`src/rtl/int2fp_convert.sv`:
```
// int2fp_convert: six-stage pipelined 32-bit integer to IEEE-754 single-precision converter.
// Results are rounded to nearest, ties to even. A global enable freezes every stage.
// A zero operand always packs to +0.0.
module int2fp_convert #(
    parameter bit SIGNED = 1'b1
) (
    input  logic        clock,
    input  logic        reset,
    input  logic        en,
    input  logic        in_valid,
    input  logic [31:0] dataa,
    output logic        out_valid,
    output logic [31:0] result
);

    // Leading-zero count of a 32-bit value. A zero input returns 32.
    // The ascending scan lets the highest set bit win.
    function automatic logic [5:0] clz32(input logic [31:0] v);
        logic [5:0] n;
        n = 6'd32;
        for (int i = 0; i < 32; i++) begin
            if (v[i]) begin
                n = 6'(31 - i);
            end else begin
                n = n;
            end
        end
        return n;
    endfunction

    // Round-to-nearest-even on a normalised value whose hidden bit is already stripped.
    // The return value is {carry, mant[22:0]}. A carry leaves mant at zero.
    function automatic logic [23:0] round_rne(input logic [30:0] norm);
        logic guard_bit;
        logic sticky_bit;
        logic round_up;
        guard_bit  = norm[7];
        sticky_bit = |norm[6:0];
        round_up   = guard_bit & (sticky_bit | norm[8]);
        return {1'b0, norm[30:8]} + {23'd0, round_up};
    endfunction

    // Stage 1 registers.
    logic        r_s1_valid;
    logic [31:0] r_s1_data;
    // Stage 2 registers.
    logic        r_s2_valid;
    logic        r_s2_sign;
    logic [31:0] r_s2_mag;
    // Stage 3 registers.
    logic        r_s3_valid;
    logic        r_s3_sign;
    logic [31:0] r_s3_mag;
    logic [5:0]  r_s3_lz;
    logic        r_s3_zero;
    // Stage 4 registers.
    logic        r_s4_valid;
    logic        r_s4_sign;
    logic [30:0] r_s4_norm;
    logic [7:0]  r_s4_exp;
    logic        r_s4_zero;
    // Stage 5 registers.
    logic        r_s5_valid;
    logic        r_s5_sign;
    logic [7:0]  r_s5_exp;
    logic [22:0] r_s5_mant;
    logic        r_s5_zero;
    // Stage 6 registers, which drive the outputs.
    logic        r_s6_valid;
    logic [31:0] r_s6_result;

    // Combinational results feeding each register stage.
    logic        w_s2_sign;
    logic [31:0] w_s2_mag;
    logic [5:0]  w_s3_lz;
    logic        w_s3_zero;
    logic [30:0] w_s4_norm;
    logic [7:0]  w_s4_exp;
    logic [23:0] w_s5_rnd;
    logic [7:0]  w_s5_exp;
    logic [31:0] w_s6_result;

    // Per-stage datapath: sign/magnitude, leading-zero count, normalise, round, and pack.
    always_comb begin
        w_s2_sign = SIGNED & r_s1_data[31];
        if (w_s2_sign) begin
            w_s2_mag = 32'd0 - r_s1_data;
        end else begin
            w_s2_mag = r_s1_data;
        end

        w_s3_lz   = clz32(r_s2_mag);
        w_s3_zero = (r_s2_mag == 32'd0);

        w_s4_norm = 31'(r_s3_mag << r_s3_lz);
        w_s4_exp  = 8'd158 - {2'b00, r_s3_lz};

        w_s5_rnd  = round_rne(r_s4_norm);
        if (w_s5_rnd[23]) begin
            w_s5_exp = r_s4_exp + 8'd1;
        end else begin
            w_s5_exp = r_s4_exp;
        end

        if (r_s5_zero) begin
            w_s6_result = 32'h0000_0000;
        end else begin
            w_s6_result = {r_s5_sign, r_s5_exp, r_s5_mant};
        end
    end

    // Pipeline registers. Reset clears everything, en=0 holds every stage,
    // and the output result only updates on a valid conversion.
    always_ff @(posedge clock) begin
        if (reset) begin
            r_s1_valid  <= 1'b0;
            r_s1_data   <= 32'd0;
            r_s2_valid  <= 1'b0;
            r_s2_sign   <= 1'b0;
            r_s2_mag    <= 32'd0;
            r_s3_valid  <= 1'b0;
            r_s3_sign   <= 1'b0;
            r_s3_mag    <= 32'd0;
            r_s3_lz     <= 6'd0;
            r_s3_zero   <= 1'b0;
            r_s4_valid  <= 1'b0;
            r_s4_sign   <= 1'b0;
            r_s4_norm   <= 31'd0;
            r_s4_exp    <= 8'd0;
            r_s4_zero   <= 1'b0;
            r_s5_valid  <= 1'b0;
            r_s5_sign   <= 1'b0;
            r_s5_exp    <= 8'd0;
            r_s5_mant   <= 23'd0;
            r_s5_zero   <= 1'b0;
            r_s6_valid  <= 1'b0;
            r_s6_result <= 32'd0;
        end else if (en) begin
            r_s1_valid  <= in_valid;
            r_s1_data   <= dataa;
            r_s2_valid  <= r_s1_valid;
            r_s2_sign   <= w_s2_sign;
            r_s2_mag    <= w_s2_mag;
            r_s3_valid  <= r_s2_valid;
            r_s3_sign   <= r_s2_sign;
            r_s3_mag    <= r_s2_mag;
            r_s3_lz     <= w_s3_lz;
            r_s3_zero   <= w_s3_zero;
            r_s4_valid  <= r_s3_valid;
            r_s4_sign   <= r_s3_sign;
            r_s4_norm   <= w_s4_norm;
            r_s4_exp    <= w_s4_exp;
            r_s4_zero   <= r_s3_zero;
            r_s5_valid  <= r_s4_valid;
            r_s5_sign   <= r_s4_sign;
            r_s5_exp    <= w_s5_exp;
            r_s5_mant   <= w_s5_rnd[22:0];
            r_s5_zero   <= r_s4_zero;
            r_s6_valid  <= r_s5_valid;
            if (r_s5_valid) begin
                r_s6_result <= w_s6_result;
            end else begin
                r_s6_result <= r_s6_result;
            end
        end else begin
            r_s6_valid  <= r_s6_valid;
            r_s6_result <= r_s6_result;
        end
    end

    assign out_valid = r_s6_valid;
    assign result    = r_s6_result;

endmodule

```
`config.mk`:
```
export PLATFORM = sky130hd
export DESIGN_NAME = int2fp_convert
export DESIGN_NICKNAME = d
export VERILOG_FILES = /design/src/rtl/int2fp_convert.sv
export SDC_FILE = /design/constraint.sdc
export NUM_CORES = 1
export LEC_CHECK = 0
export BUFFER_PORTS_ARGS = -buffer_cell sky130_fd_sc_hd__buf_4
export CORE_MARGIN = 4
export CORE_UTILIZATION = 55
export CTS_CLUSTER_SIZE = 12
export DETAILED_ROUTE_END_ITERATION = 10
export PLACE_DENSITY_LB_ADDON = 0.25
export SYNTH_ARGS = -nofsm -noshare
export SYNTH_HDL_FRONTEND = slang
export SYNTH_SLANG_ARGS = --single-unit
export TNS_END_PERCENT = 10
```
`constraint.sdc`:
```
create_clock -name clock -period 2.4 [get_ports clock]
set_input_delay 0.24 -clock clock [delete_from_list [all_inputs] [get_ports clock]]
set_output_delay 0.24 -clock clock [all_outputs]
set_load 0.02 [all_outputs]
```
==> qor.yml, run 1 <==
port_buffers: 68
grt_pass1_wl_um: 42400
clock.fmax_ghz: 0.420
cp-startpoint: "r_s1_data[11]"
drt_iter0_drc: 478
num_vias: 9045
crit_path_max_fanout: 5
grt_max_degree: 86
crit_path_end_kind: "flip-flop"
final_layout_size_suffix_gt1_frac: 0.143
final_cell_area_mm2: 0.0126
antenna_cells: 0
ant_nets: 0
synth_cell_type_count: 63
dp.cells: 1506
worst_pin_slew_ps: 709
cts-buffers-inserted: 24
cts_tree: "built"
hold_start: "reset"
status: "complete, no violations"
stdcell_count: 1581
drc: 0
leakage_nw: 4.86
avgSynthCellArea_um2: 8.70
yosys_warnings: 0
ys.flop_type: "dfxtp_1"
yosysTopAreaCell: "dfxtp_1"
slew_violations: 0
ys_top_cells_by_count: "227 x nor2_1, 216 x dfxtp_1, 135 x mux2i_1"
post_dp_cell_area_mm2: 0.0115
clock_skew_ps: 12.7
place_hpwl_um: 17400
syn_to_final_growth_pct: 18.6
worst_hold_path_type: "input pin to flip-flop"
die_x_um: 147
fillers: 1563
startpoint_type: "flip-flop"
fin_crit_ps: 2380
syn-cell-area_mm2: 0.0106
fin_nets: 1345
ctsLongestPathBuffers: 3
synth.area.top_cells: "dfxtp_1 41%, mux2i_1 13%, nor2_1 8.0%"
postCtsSetupBuffers: 0
antenna_found_initial: 0
viasPerCell: 5.72
synth_most_common_cell: "nor2_1"
grt_pass1_vias: 8594
avgRoutedWirePerCell_um: 16.1
synthArstFlopShare: 0
core-area_mm2: 0.0189
synth_edf_count: 0
start_util: 0.564
die_h_um: 147
cts_sinks: 216
overflow: 0
cts.clk_slew.worst_paths_ps: 60
place_congestion: 0.978
pin_count: 69
synth_top_area_share: 0.406
seq_area_frac_synth: 0.406
rsz0062_at_grt: "true"
required_ps: 2840
gr-usage-all-layers: 0.230
syn_inst: 1224
cts-root-buf: "clkbuf_16"
htreeDepth: 1
synth_nets: 1264
path_class: "flip-flop to flip-flop"
cap_viol_max_count: 0
clkLatencyLatePin_ps: 520
max_slew_margin: 0.528
r2r-start: "r_s1_data[11]"
power.total_mw: 8.74
setup_viol: 0
p_per_area_mw_per_mm2: 692
ys_ff_latch: 216
finalCritPeriodShare: 0.991
fp-row-count: 50
drt-total-wl_um: 25400
final-hold-violation-count: 0
drtPass1Iterations: 5
ir_worst_vdd_uv: 591
arrival_ps: 2810
fp.dieArea_mm2: 0.0217
==> routing by layer <==
| metal | vias to the layer above | wire length, µm | share of wire | track usage |
|---|---|---|---|---|
| met5 | - | 0 | 0 | 0 |
| met4 | 0 | 987 | 0.039 | 0.0955 |
| met3 | 67 | 1040 | 0.041 | 0.0302 |
| met2 | 211 | 12000 | 0.47 | 0.388 |
| met1 | 4233 | 11400 | 0.45 | 0.297 |
| li1 | 4534 | - | - | - |
==> critical path, stage by stage, from the launching register on <==
cell and delay (ps):
dfxtp_1 310, or4_4 550, or4_4 450, or3_4 430, o41ai_4 220, xor2_1 110
a211oi_1 230
==> placed cells by master, fill, tap and decap left out, types with 16 or more instances in the layout <==
| master | synthesis | final |
|---|---|---|
| dfxtp_1 | 216 | 214 |
| inv_1 | 16 | 16 |
| clkbuf_16 | 0 | 24 |
| nor2_1 | 227 | 227 |
| mux2i_1 | 135 | 135 |
| buf_4 | 0 | 106 |
| a211oi_1 | 54 | 54 |
| nand3_1 | 31 | 31 |
| xnor2_1 | 17 | 17 |
| nor3b_1 | 32 | 32 |
| a21oi_1 | 77 | 77 |
| nor3_1 | 22 | 22 |
| o21ai_0 | 35 | 35 |
| xor2_1 | 35 | 35 |
| dlygate4sd3_1 | 0 | 33 |
| nand2_1 | 68 | 67 |
==> what timing repair did <==
item                                   CTS  global route
hold buffers                            33             0
setup endpoints to repair                0             3
endpoints found under the hold margin   33             0
gates resized for setup                  0             2
==> report_power, final <==
group	total, mW	internal, mW	switching [mW]	leakage, nW
combinational	1.30	0.599	0.701	2.73
sequential	3.96	3.76	0.199	1.77
clock	3.48	2.07	1.41	0.370
total	8.74	6.43	2.31	4.86
==> state kept, by name (all words and copies together) (netlist names) <==
| name | cells |
|---|---|
| r_s3_zero | 1 |
| r_s5_zero | 1 |
| r_s3_sign | 1 |
| r_s4_exp | 8 |
| r_s2_mag | 32 |
| r_s3_mag | 31 |
| r_s1_data | 32 |
| r_s5_exp | 8 |
| r_s4_zero | 1 |
| r_s3_lz | 6 |
| r_s1_valid | 1 |
| r_s4_valid | 1 |
| r_s4_sign | 1 |
| r_s5_valid | 1 |
| r_s4_norm | 31 |
| out_valid | 1 |
| result | 32 |
| r_s2_valid | 1 |
| r_s3_valid | 1 |
| r_s2_sign | 1 |
| r_s5_sign | 1 |
| r_s5_mant | 23 |
==> per-stage QoR <==
step | hold WS (ps) | setup WS, ps | setup TNS [ps] | util
2_1_floorplan | 387 | 48.0 | 0 | -
3_3_place_gp | 452 | 54.3 | 0 | 0.611
3_5_place_dp | 457 | 22.8 | 0 | 0.611
4_1_cts | 178 | 11.2 | 0 | 0.668
5_1_grt | 202 | -31.8 | -53.5 | 0.669
6_report | 187 | 21.2 | 0 | 0.669
==> path summary, 6_finish.rpt <==
path / to / slack (ps) / depth (start not counted)
max reg2reg: r_s2_mag[25] / 20 / 6
min: result[20] / 190 / 2
min reg2reg: r_s4_norm[1] / 460 / 2
max: r_s2_mag[25] / 20 / 6
==> area by class of cell <==
cell class	count	area, µm²	area share
multi-input combinational	899	5910	0.468
sequential	216	4330	0.343
timing repair buffer	146	1240	0.0984
clock buffer	35	682	0.0540
tap	260	325	0.0258
clock inverter	7	73.8	0.00584
inverter	18	67.6	0.00535
==> cells by family after synthesis <==
logic type	after synthesis	share of synthesized area
fa+ha+maj	4	0.00470
xor+xnor	52	0.0428
simple gates	451	0.198
mux	160	0.169
buf+inv	109	0.0389
flops	216	0.406
compound gates	232	0.141
(Power assumes the default switching activity.)
==> inputs of run 2 (changes only) <==
==> constraint.sdc (replaced) <==
create_clock -name clock -period 2.64 [get_ports clock]
set_input_delay 0.264 -clock clock [delete_from_list [all_inputs] [get_ports clock]]
set_output_delay 0.264 -clock clock [all_outputs]
set_load 0.02 [all_outputs]
==> run 2 against run 1 <==
  * Die area unchanged
  * Cell count shrank 1.0%
  * First-iteration DRC count is 43% higher
  * Clock skew decreased by 2.1 ps
  * Hold slack got worse by 170 ps
  * Largest cell class unchanged
  * Cell area decreased by 0.98%
  * Critical path type unchanged
  * Global-route usage decreased by 0.25 points
  * Sequential cell count unchanged
  * Critical path depth did not move
  * Fmax down 4.8%
  * Clock power fell by 6.3%
==> qor.yml, run 2 (same netlist as run 1, synthesis figures left out) <==
rsz0062_at_grt: "false"  # was true
overflow: 0  # unchanged
power.total_mw: 8.00  # was 8.74 mW
place_congestion: 0.961  # was 0.978
crit_path_max_fanout: 6  # was 5
required_ps: 3050  # was 2840 ps
clock_skew_ps: 10.7  # was 12.7 ps
fin_nets: 1329  # was 1345
core-area_mm2: 0.0189  # unchanged
path_class: "flip-flop to flip-flop"  # unchanged
setup_tns_ps: 0  # unchanged
num_vias: 8884  # was 9045
die_x_um: 147  # unchanged
cts-root-buf: "clkbuf_16"  # unchanged
cap_viol_max_count: 0  # unchanged
p_per_area_mw_per_mm2: 639  # was 692 mW/mm²
cts_sinks: 216  # unchanged
status: "complete, no violations"  # unchanged
ctsLongestPathBuffers: 3  # unchanged
dp.cells: 1493  # was 1506
worst_hold_path_type: "input pin to flip-flop"  # unchanged
htreeDepth: 1  # unchanged
postCtsSetupBuffers: 0  # unchanged
start_util: 0.564  # unchanged
gr-usage-all-layers: 0.227  # was 0.230
antenna_cells: 0  # unchanged
seqCellArea_mm2: 0.00433  # about the same
fp.dieArea_mm2: 0.0217  # unchanged
crit_path_end_kind: "flip-flop"  # unchanged
cts-buffers-inserted: 24  # unchanged
setup_viol: 0  # unchanged
grt_pass1_wl_um: 42000  # was 42400 µm
drt_iter0_drc: 683  # was 478
fp-row-count: 50  # unchanged
pin_count: 69  # unchanged
ir_worst_vdd_uv: 581  # was 591 µV
finalCritPeriodShare: 0.946  # was 0.991
multi_input_area_mm2: 0.00591  # unchanged
final_cell_mix: "227 x nor2_1, 215 x dfxtp_1, 135 x mux2i_1, 96 x buf_4, 77 x a21oi_1"  # was 227 x nor2_1, 214 x dfxtp_1, 135 x mux2i_1, 106 x buf_4, 77 x a21oi_1
grt_max_degree: 75  # was 86
grt_pass1_vias: 8355  # was 8594
cts.clk_slew.worst_paths_ps: 60  # about the same
stdcell_count: 1565  # was 1581
max_slew_margin: 0.364  # was 0.528
place_hpwl_um: 17200  # was 17400 µm
worst_pin_slew_ps: 946  # was 709 ps
final-hold-violation-count: 0  # unchanged
finish.utilization: 0.662  # was 0.669
syn_to_final_growth_pct: 17.4  # was 18.6%
avgRoutedWirePerCell_um: 16.0  # was 16.1 µm
drc: 0  # unchanged
drt-total-wl_um: 25000  # was 25400 µm
leakage_nw: 4.80  # was 4.86 nW
final_layout_size_suffix_gt1_frac: 0.136  # was 0.143
layout_commonest_cell: "nor2_1"  # unchanged
final_cell_area_mm2: 0.0125  # was 0.0126 mm²
arrival_ps: 2910  # was 2810 ps
clock.fmax_ghz: 0.400  # was 0.420 GHz
clkLatencyLatePin_ps: 510  # was 520 ps
die_h_um: 147  # unchanged
port_buffers: 68  # unchanged
slew_violations: 0  # unchanged
fin_crit_ps: 2500  # was 2380 ps
post_dp_cell_area_mm2: 0.0114  # was 0.0115 mm²
antenna_found_initial: 0  # unchanged
cts_tree: "built"  # unchanged
startpoint_type: "flip-flop"  # unchanged
viasPerCell: 5.68  # was 5.72
fillers: 1565  # was 1563
ant_nets: 0  # unchanged
drtPass1Iterations: 5  # unchanged
run 2: layout make-up:
cell class | count | share of cell area
clock buffer | 39 | 0.0614
inverter | 18 | 0.00540
timing repair buffer | 130 | 0.0868
sequential | 216 | 0.346
clock inverter | 3 | 0.00150
tap | 260 | 0.0260
multi-input combinational | 899 | 0.473
run 2: metal layers:
| layer | GRT usage | share of wire | vias to the layer above |
|---|---|---|---|
| met1 | 0.303 | 0.45 | 4132 |
| met4 | 0.0783 | 0.036 | 0 |
| met2 | 0.380 | 0.47 | 191 |
| li1 | - | - | 4503 |
| met5 | 0 | 0 | - |
| met3 | 0.0315 | 0.038 | 58 |
run 2: path summary, 6_finish.rpt:
check,depth (start not counted),startpoint,to,slack [ps]
worst min-delay path,3,dataa[5],r_s1_data[5],20
worst max register to register,6,r_s1_data[11],r_s2_mag[29],140
worst max-delay path,6,r_s1_data[11],r_s2_mag[29],140
worst min register to register,2,r_s2_sign,r_s2_sign,470
run 2: power by group:
group / total, mW / switching, mW / internal (mW) / leakage, nW
Combinational: 1.10 / 0.587 / 0.516 / 2.64
Clock: 3.26 / 1.28 / 1.98 / 0.391
Sequential: 3.63 / 0.218 / 3.42 / 1.77
run 2: timing repair:
| item | CTS | global route |
|---|---|---|
| setup endpoints to repair | 0 | 3 |
| hold endpoints to repair | 30 | 0 |
| hold buffers | 30 | 0 |
| gates resized for setup | 0 | 1 |
run 2: per-stage QoR:
| stage | hold slack (ps) | setup WS, ps |
|---|---|---|
| final | 16.2 | 142 |
| after global routing | 28.5 | 53.3 |
| after CTS | 8.61 | 135 |
| after detailed placement | 455 | 154 |
| after global placement | 452 | 196 |
| after floorplan | 411 | 288 |
run 2: worst max-delay path, cell delays in order, from the launching register on:
cell	delay (ps)
dfxtp_1	360
or4_4	570
or4_4	470
or3_4	440
o31ai_2	210
xor2_1	100
a211oi_1	250
